`src/rtl/L1_cache_pkg.sv`:
```
// L1_cache_pkg: shared types and constants for the L1 instruction cache.
//   - core/icache fetch request type
//   - refill request/response structs exchanged with the AXI burst grabber
//   - refill controller FSM state enum
//   - line geometry constants and the line-offset width helper
package L1_cache_pkg;

    localparam int L1_ADDR_W         = 32;
    localparam int ICACHE_LINE_WORDS = 8;

    // Byte-offset bits inside a line of line_words 32-bit words.
    function automatic int line_off_w(input int line_words);
        return $clog2(4 * line_words);
    endfunction

    localparam int ICACHE_LINE_OFF_W = line_off_w(ICACHE_LINE_WORDS);

    // Core -> icache fetch request.
    typedef struct packed {
        logic                 valid;
        logic [L1_ADDR_W-1:0] addr;
    } icache_req_t;

    // Refill controller -> burst grabber line request.
    typedef struct packed {
        logic                 valid;
        logic [L1_ADDR_W-1:0] addr;
    } refill_req_t;

    // Burst grabber -> refill controller read beat.
    typedef struct packed {
        logic        valid;
        logic [31:0] data;
        logic        last;
    } refill_rsp_t;

    typedef enum logic [2:0] {
        RF_IDLE  = 3'd0,
        RF_REQ   = 3'd1,
        RF_FILL  = 3'd2,
        RF_DRAIN = 3'd3,
        RF_WRITE = 3'd4
    } refill_state_e;

endpackage

```
`src/rtl/icache_line_buffer.sv`:
```
// icache_line_buffer: assembles one cache line from 32-bit read beats.
// Ports:
//   clk, rst_n  - clock, asynchronous active-low reset (clears every word)
//   we_i        - write wdata_i into word[idx_i]
//   idx_i       - word index of the write
//   wdata_i     - beat data
//   clear_i     - qualified by we_i: every other word is zeroed by the same write
//   line_o      - assembled line, word 0 in the LSBs; holds until the next write
module icache_line_buffer #(
    parameter int LINE_WORDS = 8
) (
    input  logic                         clk,
    input  logic                         rst_n,
    input  logic                         we_i,
    input  logic [$clog2(LINE_WORDS)-1:0] idx_i,
    input  logic [31:0]                  wdata_i,
    input  logic                         clear_i,
    output logic [32*LINE_WORDS-1:0]     line_o
);

    localparam int IDX_W = $clog2(LINE_WORDS);

    genvar gi;
    generate
        for (gi = 0; gi < LINE_WORDS; gi++) begin : g_word
            logic [31:0] word_q;
            logic [31:0] word_d;

            always_comb begin
                word_d = word_q;
                if (we_i) begin
                    if (idx_i == IDX_W'(gi)) begin
                        word_d = wdata_i;
                    end else if (clear_i) begin
                        word_d = '0;
                    end
                end
            end

            always_ff @(posedge clk or negedge rst_n) begin
                if (!rst_n) begin
                    word_q <= '0;
                end else begin
                    word_q <= word_d;
                end
            end

            assign line_o[32*gi +: 32] = word_q;
        end
    endgenerate

endmodule

```
`src/rtl/icache_refill_ctrl.sv`:
```
// icache_refill_ctrl: turns an icache miss into one line-aligned burst read,
// assembles the returned beats and writes the line into the icache arrays.
// Ports:
//   clk, rst_n                       - clock, asynchronous active-low reset
//   miss_valid_i/miss_addr_i/miss_ready_o - miss handshake from the icache
//   flush_i                          - abandon the current refill
//   mem_req_valid_o/addr_o/ready_i   - burst request to the AXI grabber
//   mem_rvalid_i/rdata_i/rlast_i     - read beats (always accepted)
//   refill_valid_o/addr_o/line_o     - one-cycle line write into the icache
//   busy_o                           - controller not idle
//   err_o                            - one-cycle pulse on a burst-length mismatch
module icache_refill_ctrl
    import L1_cache_pkg::*;
#(
    parameter int LINE_WORDS = ICACHE_LINE_WORDS,
    parameter int ADDR_W     = 32
) (
    input  logic                     clk,
    input  logic                     rst_n,
    input  logic                     miss_valid_i,
    input  logic [ADDR_W-1:0]        miss_addr_i,
    output logic                     miss_ready_o,
    input  logic                     flush_i,
    output logic                     mem_req_valid_o,
    output logic [ADDR_W-1:0]        mem_req_addr_o,
    input  logic                     mem_req_ready_i,
    input  logic                     mem_rvalid_i,
    input  logic [31:0]              mem_rdata_i,
    input  logic                     mem_rlast_i,
    output logic                     refill_valid_o,
    output logic [ADDR_W-1:0]        refill_addr_o,
    output logic [32*LINE_WORDS-1:0] refill_line_o,
    output logic                     busy_o,
    output logic                     err_o
);

    localparam int IDX_W = $clog2(LINE_WORDS);
    localparam int OFF_W = line_off_w(LINE_WORDS);
    localparam logic [IDX_W-1:0] LAST_IDX = IDX_W'(LINE_WORDS - 1);

    refill_state_e    state_q, state_d;
    logic [ADDR_W-1:0] addr_q, addr_d;
    logic [IDX_W-1:0]  cnt_q, cnt_d;
    logic              flush_pend_q, flush_pend_d;
    logic              err_q, err_d;
    logic              buf_we;
    logic              buf_clear;
    refill_rsp_t       rsp;

    assign rsp = '{valid: mem_rvalid_i, data: mem_rdata_i, last: mem_rlast_i};

    always_comb begin
        state_d      = state_q;
        addr_d       = addr_q;
        cnt_d        = cnt_q;
        flush_pend_d = flush_pend_q;
        err_d        = 1'b0;
        buf_we       = 1'b0;
        buf_clear    = 1'b0;

        case (state_q)
            RF_IDLE: begin
                flush_pend_d = 1'b0;
                if (miss_valid_i && !flush_i) begin
                    addr_d             = miss_addr_i;
                    addr_d[OFF_W-1:0]  = '0;
                    state_d            = RF_REQ;
                end
            end

            RF_REQ: begin
                // A flush cannot withdraw the request; remember it so the
                // burst that follows is drained instead of stored.
                if (flush_i) begin
                    flush_pend_d = 1'b1;
                end
                if (mem_req_ready_i) begin
                    cnt_d        = '0;
                    flush_pend_d = 1'b0;
                    state_d      = (flush_i || flush_pend_q) ? RF_DRAIN : RF_FILL;
                end
            end

            RF_FILL: begin
                if (flush_i) begin
                    // A beat in the flush cycle is swallowed; if it was the
                    // last one there is nothing left to drain.
                    state_d = (rsp.valid && rsp.last) ? RF_IDLE : RF_DRAIN;
                end else if (rsp.valid) begin
                    buf_we    = 1'b1;
                    // Word 0 starts a new line: wipe stale words of the previous one.
                    buf_clear = (cnt_q == '0);
                    cnt_d     = cnt_q + 1'b1;
                    if (cnt_q == LAST_IDX) begin
                        if (rsp.last) begin
                            state_d = RF_WRITE;
                        end else begin
                            err_d   = 1'b1;
                            state_d = RF_DRAIN;
                        end
                    end else if (rsp.last) begin
                        err_d   = 1'b1;
                        state_d = RF_IDLE;
                    end
                end
            end

            RF_DRAIN: begin
                if (rsp.valid && rsp.last) begin
                    state_d = RF_IDLE;
                end
            end

            RF_WRITE: begin
                state_d = RF_IDLE;
            end

            default: begin
                state_d = RF_IDLE;
            end
        endcase
    end

    always_ff @(posedge clk or negedge rst_n) begin
        if (!rst_n) begin
            state_q      <= RF_IDLE;
            addr_q       <= '0;
            cnt_q        <= '0;
            flush_pend_q <= 1'b0;
            err_q        <= 1'b0;
        end else begin
            state_q      <= state_d;
            addr_q       <= addr_d;
            cnt_q        <= cnt_d;
            flush_pend_q <= flush_pend_d;
            err_q        <= err_d;
        end
    end

    icache_line_buffer #(
        .LINE_WORDS(LINE_WORDS)
    ) u_line_buffer (
        .clk    (clk),
        .rst_n  (rst_n),
        .we_i   (buf_we),
        .idx_i  (cnt_q),
        .wdata_i(rsp.data),
        .clear_i(buf_clear),
        .line_o (refill_line_o)
    );

    // miss_ready_o is gated by rst_n so every output reads 0 while reset is held.
    assign miss_ready_o    = rst_n && (state_q == RF_IDLE);
    assign mem_req_valid_o = (state_q == RF_REQ);
    assign mem_req_addr_o  = addr_q;
    // A flush in the WRITE cycle must still kill the write, hence not registered.
    assign refill_valid_o  = (state_q == RF_WRITE) && !flush_i;
    assign refill_addr_o   = addr_q;
    assign busy_o          = (state_q != RF_IDLE);
    assign err_o           = err_q;

endmodule

```
`config.mk`:
```
export PLATFORM = sky130hd
export DESIGN_NAME = icache_refill_ctrl
export DESIGN_NICKNAME = d
export VERILOG_FILES = /design/src/rtl/L1_cache_pkg.sv /design/src/rtl/icache_line_buffer.sv /design/src/rtl/icache_refill_ctrl.sv
export SDC_FILE = /design/constraint.sdc
export NUM_CORES = 1
export LEC_CHECK = 0
export ABC_CLOCK_PERIOD_IN_PS = 1800
export CORE_AREA = 2 2 180 182
export DETAILED_ROUTE_END_ITERATION = 10
export DIE_AREA = 0 0 182 184
export HOLD_SLACK_MARGIN = 0.08
export PLACE_DENSITY = 0.73
export SLEW_MARGIN = 20
export SYNTH_ARGS = -nofsm -noshare
export SYNTH_HDL_FRONTEND = slang
export SYNTH_SLANG_ARGS = --single-unit
```
`constraint.sdc`:
```
create_clock -name clk -period 1.8 [get_ports clk]
set_clock_uncertainty 0.05 [all_clocks]
set_input_delay 0.36 -clock clk [delete_from_list [all_inputs] [get_ports clk]]
set_output_delay 0.36 -clock clk [all_outputs]
set_load 0.01 [all_outputs]
```
## After elaboration in Yosys (flattened, before gate mapping)

Cells that the tools add are included.

| word-level totals | value |
|---|---|
| output and inout port bits | 325 |
| register bits after elaboration | 291 |
| word-level logic and storage cells | 103 |
| input bits | 71 |

| cells by class | value |
|---|---|
| add/sub/neg operators | 1 |
| reductions and logical operators | 31 |
| mux-type cells | 39 |
| equal/unequal tests | 19 |

Operator list:

| operator | number |
|---|---|
| $mux 32 | 9 |
| $mux 3 | 11 |
| $reduce_and 2->1 | 10 |
| $reduce_bool 2->1 | 10 |
| $eq 3x3->1 const B | 5 |
| $mux 1 | 15 |
| $eq 3x2->1 const B | 4 |
| $pmux 3 s4 | 1 |
| $ne 2x2->1 const B | 4 |
| $eq 3x1->1 const B | 2 |
| $logic_not 3->1 | 2 |
| $pmux 3 s2 | 1 |
| $reduce_and 5->1 | 1 |
| $logic_and 1x1->1 | 4 |
| $ne 4x4->1 const B | 1 |
| $reduce_and 4->1 | 1 |
| $add 3x1->3 const B | 1 |
| $ne 3x2->1 const B | 1 |
| $ne 3x3->1 const B | 1 |
| $reduce_bool 3->1 | 1 |
| $mux 2 | 1 |
| $ne 2x1->1 const B | 1 |
| $pmux 1 s2 | 1 |
| $logic_not 1->1 | 1 |
| $logic_or 1x1->1 | 1 |

## Depth between registers and ports, before layout

| logic depth | value |
|---|---|
| depth after elaboration | 6 |
| mapped depth | 8 |
| depth with buffers taken out | 6 |

## By module

From an unflattened synthesis, not the netlist that was laid out.

| unflattened totals | value |
|---|---|
| cells, all modules | 1017 |
| area, all modules | 13725.7 um^2 |

Modules (own cells, without submodules):

| module | area each (um^2) | seq. area each (um^2) | instances | cells each |
|---|---|---|---|---|
| icache_line_buffer | 11777.5 | 6406.1 | 1 | 864 |
| icache_refill_ctrl | 1948.1 | 875.8 | 1 | 153 |

## Worst setup path after synthesis

Ideal clock, no wire load.

| path | value |
|---|---|
| kind | reg-to-reg |
| start | register cnt_q[2] |
| end | register u_line_buffer.g_word[3].word_q[11] |
| clock period less this slack | 1889 ps |
| arrival time | 1772 ps |
| data required time | 1684 ps |
| library setup time | 66 ps |
| stages on the path, launching flop included | 8 |
| slack | -89 ps |
| buffers on the path | 3 |
| cell sequence | dfrtp_1 buf_2 inv_1 clkbuf_1 ha_1 o211ai_1 clkbuf_1 a22o_1 |

| between the ends | value |
|---|---|
| longest elaborated chain between the ends | 6 |
| elaborated cells between the ends (all ways) | 8 |
| those cells by class | eq/ne (1); mux (4); reduce/logical (3) |

RTL lines:

| what | line | RTL |
|---|---|---|
| start, declared | icache_refill_ctrl.sv:43 | `logic [IDX_W-1:0] cnt_q, cnt_d;` |
| start signal, assigned | icache_refill_ctrl.sv:134 | `cnt_q <= cnt_d;` |
| $logic_not 3->1 | icache_refill_ctrl.sv:92 | `buf_clear = (cnt_q == '0);` |
| $mux 1 | icache_refill_ctrl.sv:89 | `end else if (rsp.valid) begin` |
| $mux 1 | icache_refill_ctrl.sv:85 | `if (flush_i) begin` |
| $mux 1 | icache_refill_ctrl.sv:61 | `case (state_q)` |
| $reduce_bool 2->1 (no line) | - |  |
| $reduce_and 2->1 (no line) | - |  |
| end signal, assigned | icache_line_buffer.sv:44 | `word_q <= word_d;` |
| end, declared | icache_line_buffer.sv:26 | `logic [31:0] word_q;` |

Several ways; a longest one is shown, not always the timed one.
A chain may end at the register's enable or synchronous reset.

## Worst setup path after layout

| path | value |
|---|---|
| start | register state_q[0] |
| end | register u_line_buffer.g_word[6].word_q[13] |

| between the ends | value |
|---|---|
| longest elaborated chain between the ends | 4 |
| elaborated cells between the ends (all ways) | 5 |
| those cells by class | eq/ne (1); mux (2); reduce/logical (2) |

RTL lines:

| what | line | RTL |
|---|---|---|
| start, declared | icache_refill_ctrl.sv:41 | `refill_state_e state_q, state_d;` |
| start signal, assigned | icache_refill_ctrl.sv:132 | `state_q <= state_d;` |
| $eq 3x2->1 * | icache_refill_ctrl.sv:61 |  |
| $mux 1 | icache_refill_ctrl.sv:61 |  |
| $reduce_bool 2->1 (no line) | - |  |
| $reduce_and 2->1 (no line) * | - |  |
| end signal, assigned | icache_line_buffer.sv:44 |  |
| end, declared | icache_line_buffer.sv:26 |  |

Every way passes the cells marked *; elsewhere a longest branch is shown, timed or not.

==> impl_metrics.py <==
metrics = {
    "status": {
        "status": "finished, violations left",
        "violations": "negative setup slack",
    },
    "yosys": {
        "yosysSeqAreaShare_pct": 58.3,
        "synth_area_per_cell_um2": 12.6,
        "synth_edf_count": 0,
        "async_flop_share_pct": 100,
        "ys_top_cells_by_count": "dfrtp_1 (291), a22o_1 (126), clkbuf_1 (68), nor2b_1 (66)",
        "yosysTopAreaCellShare_pct": 58.3,
        "synthTopCellsByArea": "dfrtp_1 (58%), a22o_1 (8.8%), mux2_2 (5.3%)",
        "synth.most_common_cell": "dfrtp_1",
        "synthCells": 995,
        "synth_area_um2": 12500,
        "synth_cell_types": 44,
        "ys.flop_type": "dfrtp_1",
        "yosys.area.top_type": "dfrtp_1",
        "synthesis.yosys.warnings": 0,
        "ys_seq_elements": 291,
    },
    "route": {
        "remaining_drc_errors": 0,
        "wl_met3_um": 3470,
        "vias_per_cell": 5.54,
        "wirelength_um": 42200,
        "drt-wirelength-per-cell_um": 23.5,
        "vias": 9939,
        "top_layer_used": "met4",
        "postRouteAntennaNets": 0,
        "drt_iter0_drc": 618,
        "drtPass1Iterations": 6,
        "route.met2.wl_um": 20300,
        "wirelength_met1_um": 17400,
    },
    "min_path": {
        "whs_path_depth": 2,
        "hp-start": "miss_addr_i[21]",
        "hold_path_class": "input port to register",
        "hold_end": "mem_req_addr_o[21]",
    },
    "sta": {
        "fin_crit_ns": 1.97,
        "fmaxAchievable_mhz": 507,
        "finalWorstSetupSlack_ns": -0.172,
        "maxSlewViolCount": 0,
        "rsz0062_at_grt": "yes",
        "finalSetupTns_ns": -21.49,
        "max_slew_margin_pct": 55.3,
        "finalHoldViolCount": 0,
        "setup-violations-final": 255,
        "tightest_slew_ns": 0.671,
        "timing.final.crit_share_pct": 110,
    },
    "pwr": {
        "ir_drop_mv": 0.797,
        "pwr_density_cell_nw_per_um2": 1520,
        "leakage_nw": 9.48,
        "p_total_mw": 28.3,
    },
    "worst_setup_path": {
        "critical_path_class": "register to register",
        "r2r_end": "u_line_buffer.g_word[6].word_q[13]",
        "crit_path_start_kind": "register",
        "cp_cell_sequence": "buf_6 -> buf_6 -> nor3b_4 -> buf_12 -> buf_12 -> buf_6 -> o211ai_4 -> clkbuf_16 -> o2bb2ai_1",
        "rrSetupSlack_ns": -0.17,
        "crit_fanout": 16,
        "cpPeakStageDelay_ns": 0.42,
        "end_kind": "register",
        "r2r-start": "state_q[0]",
        "cp.required_ns": 2.16,
        "arrival_ns": 2.33,
        "ff2ff_path_depth": 9,
        "crit_top_cell": "buf_6",
        "crit_slowest_cell": "dfrtp_2",
    },
    "die": {
        "boundaryPins": 396,
        "die_w_um": 182,
        "die_h_um": 184,
        "design.core.area_um2": 31400,
        "initial_utilization_pct": 39.8,
        "rows": 65,
        "die_area_um2": 33500,
    },
    "clock_tree": {
        "clock-sinks": 291,
        "htree_levels": 1,
        "cts_tree": "yes",
        "clock_latency_ns": 0.55,
        "clk_pin_slew_worst_paths_ns": 0.06,
        "cts.path.max_buffers": 3,
        "numCtsBuffers": 31,
        "cts_root_buffer": "clkbuf_16",
    },
    "finish": {
        "syn_to_final_growth_pct": 49.2,
        "layout.nets": 1448,
        "drive_gt1_share_pct": 20.0,
        "finalCoreUtilization_pct": 59.4,
        "diodes": 0,
    },
    "global_routing": {
        "antenna_found_initial": 0,
        "grt.total_usage_pct": 23.9,
        "grt_pass1_vias": 9953,
        "overflow": 0,
        "grt_first_pass_wirelength_um": 61800,
        "grt_max_degree": 108,
    },
    "placed_design": {
        "port_buffers": 380,
        "place.gp.congestion": 0.800,
        "hpwl_um": 27000,
    },
    "flow_run": {
        "max_cap_viol_count": 0,
    },
}
==> final cells by class <==
class	instances	area, µm²
Clock buffer	41	883
Timing Repair Buffer	488	4810
Tap cell	402	503
Sequential cell	291	7290
Inverter	39	146
Fill cell	2590	12700
Clock inverter	15	208
Multi-Input combinational cell	518	4800
==> sequential cells by signal, indices dropped and copies added (netlist names) <==
signal,cells
u_line_buffer.g_word.word_q,256
flush_pend_q,1
mem_req_addr_o,27
state_q,3
err_o,1
cnt_q,3
==> critical path, delay by kind of cell (launching register included) <==
| family | cells | cell delay (ns) |
|---|---|---|
| AND/OR/NAND/NOR | 1 | 0.20 |
| flip-flops | 1 | 0.42 |
| AO/OA/AOI/OAI | 2 | 0.30 |
| buffers and inverters | 6 | 0.85 |
==> cells in the final DEF (no fill, tap or decap), types with 4 or more instances in the layout <==
master             n
o2bb2ai_2         10
a21oi_1            4
inv_1             37
bufinv_16          5
mux2i_1           32
buf_6             23
conb_1            10
o21ai_0            4
o211ai_1           4
nand3_1            4
dfrtp_2            4
mux2_2            59
clkinv_2           7
nor2b_1           66
nor2_1             6
a22o_1           126
o2bb2ai_4         17
clkdlybuf4s50_1   64
buf_12            27
clkbuf_16         38
clkbuf_8           7
dlygate4sd2_1    311
a41oi_1           61
o2bb2ai_1         37
nand2b_1           4
buf_8              5
dfrtp_1          287
nand2_1           34
buf_4             47
ha_1               6
==> repair_timing <==
item                                   in CTS  in global routing
endpoints found under the hold margin     291                  0
resized for setup                         370                 72
gates cloned                                7                  7
pin swaps                                  36                 25
buffers inserted                           14                  9
setup endpoints to repair                 419                266
hold buffers                                1                  0
==> power breakdown <==
| group | internal, mW | leakage (nW) | switching (mW) |
|---|---|---|---|
| Combinational | 5.88 | 5.05 | 5.39 |
| Sequential | 8.76 | 3.89 | 1.50 |
| Clock | 4.14 | 0.534 | 2.65 |
| Total | 18.8 | 9.48 | 9.54 |
==> cell families after synthesis <==
logic type               share of synthesized area (%)
AO/OA/AOI/OAI                                     19.3
adder cells (fa/ha/maj)                          0.801
other                                           0.0300
multiplexers                                      7.88
AND/OR/NAND/NOR                                   6.13
buffers and inverters                             7.61
flip-flops                                        58.3
==> layer usage <==
layer  GRT usage (%)  vias up
met4            6.29        0
met1            31.4     5105
met2            39.5      439
met5               0        -
li1                -     4335
met3            6.28       60
==> per-stage QoR <==
| step | cells | instance area (µm²) | hold WS [ns] | setup WS, ns |
|---|---|---|---|---|
| final | 1794 | 18600 | 0.368 | -0.172 |
| after global routing | 1794 | 18600 | 0.346 | -0.252 |
| after CTS | 1783 | 18000 | 0.344 | -0.182 |
| after detailed placement | 1706 | 16900 | 0.430 | -0.514 |
| after global placement | 1706 | 16900 | 0.425 | -0.544 |
| after floorplan | 1004 | 12500 | 0.0144 | 0.00988 |
==> how the worst max path moves through the flow <==
| stage | slack (ns) | endpoint | start | cells past startpoint |
|---|---|---|---|---|
| after floorplan | 0.01 | u_line_buffer.g_word[3].word_q[10] | cnt_q[2] | 8 |
| after global placement | -0.54 | refill_valid_o | flush_i | 3 |
| after detailed placement | -0.51 | u_line_buffer.g_word[2].word_q[19] | flush_i | 7 |
| after CTS | -0.18 | mem_req_valid_o | state_q[2] | 4 |
| after global routing | -0.25 | u_line_buffer.g_word[6].word_q[6] | state_q[0] | 9 |
| final | -0.17 | u_line_buffer.g_word[6].word_q[13] | state_q[0] | 9 |
Note: power is estimated with default switching activity, not from simulation.
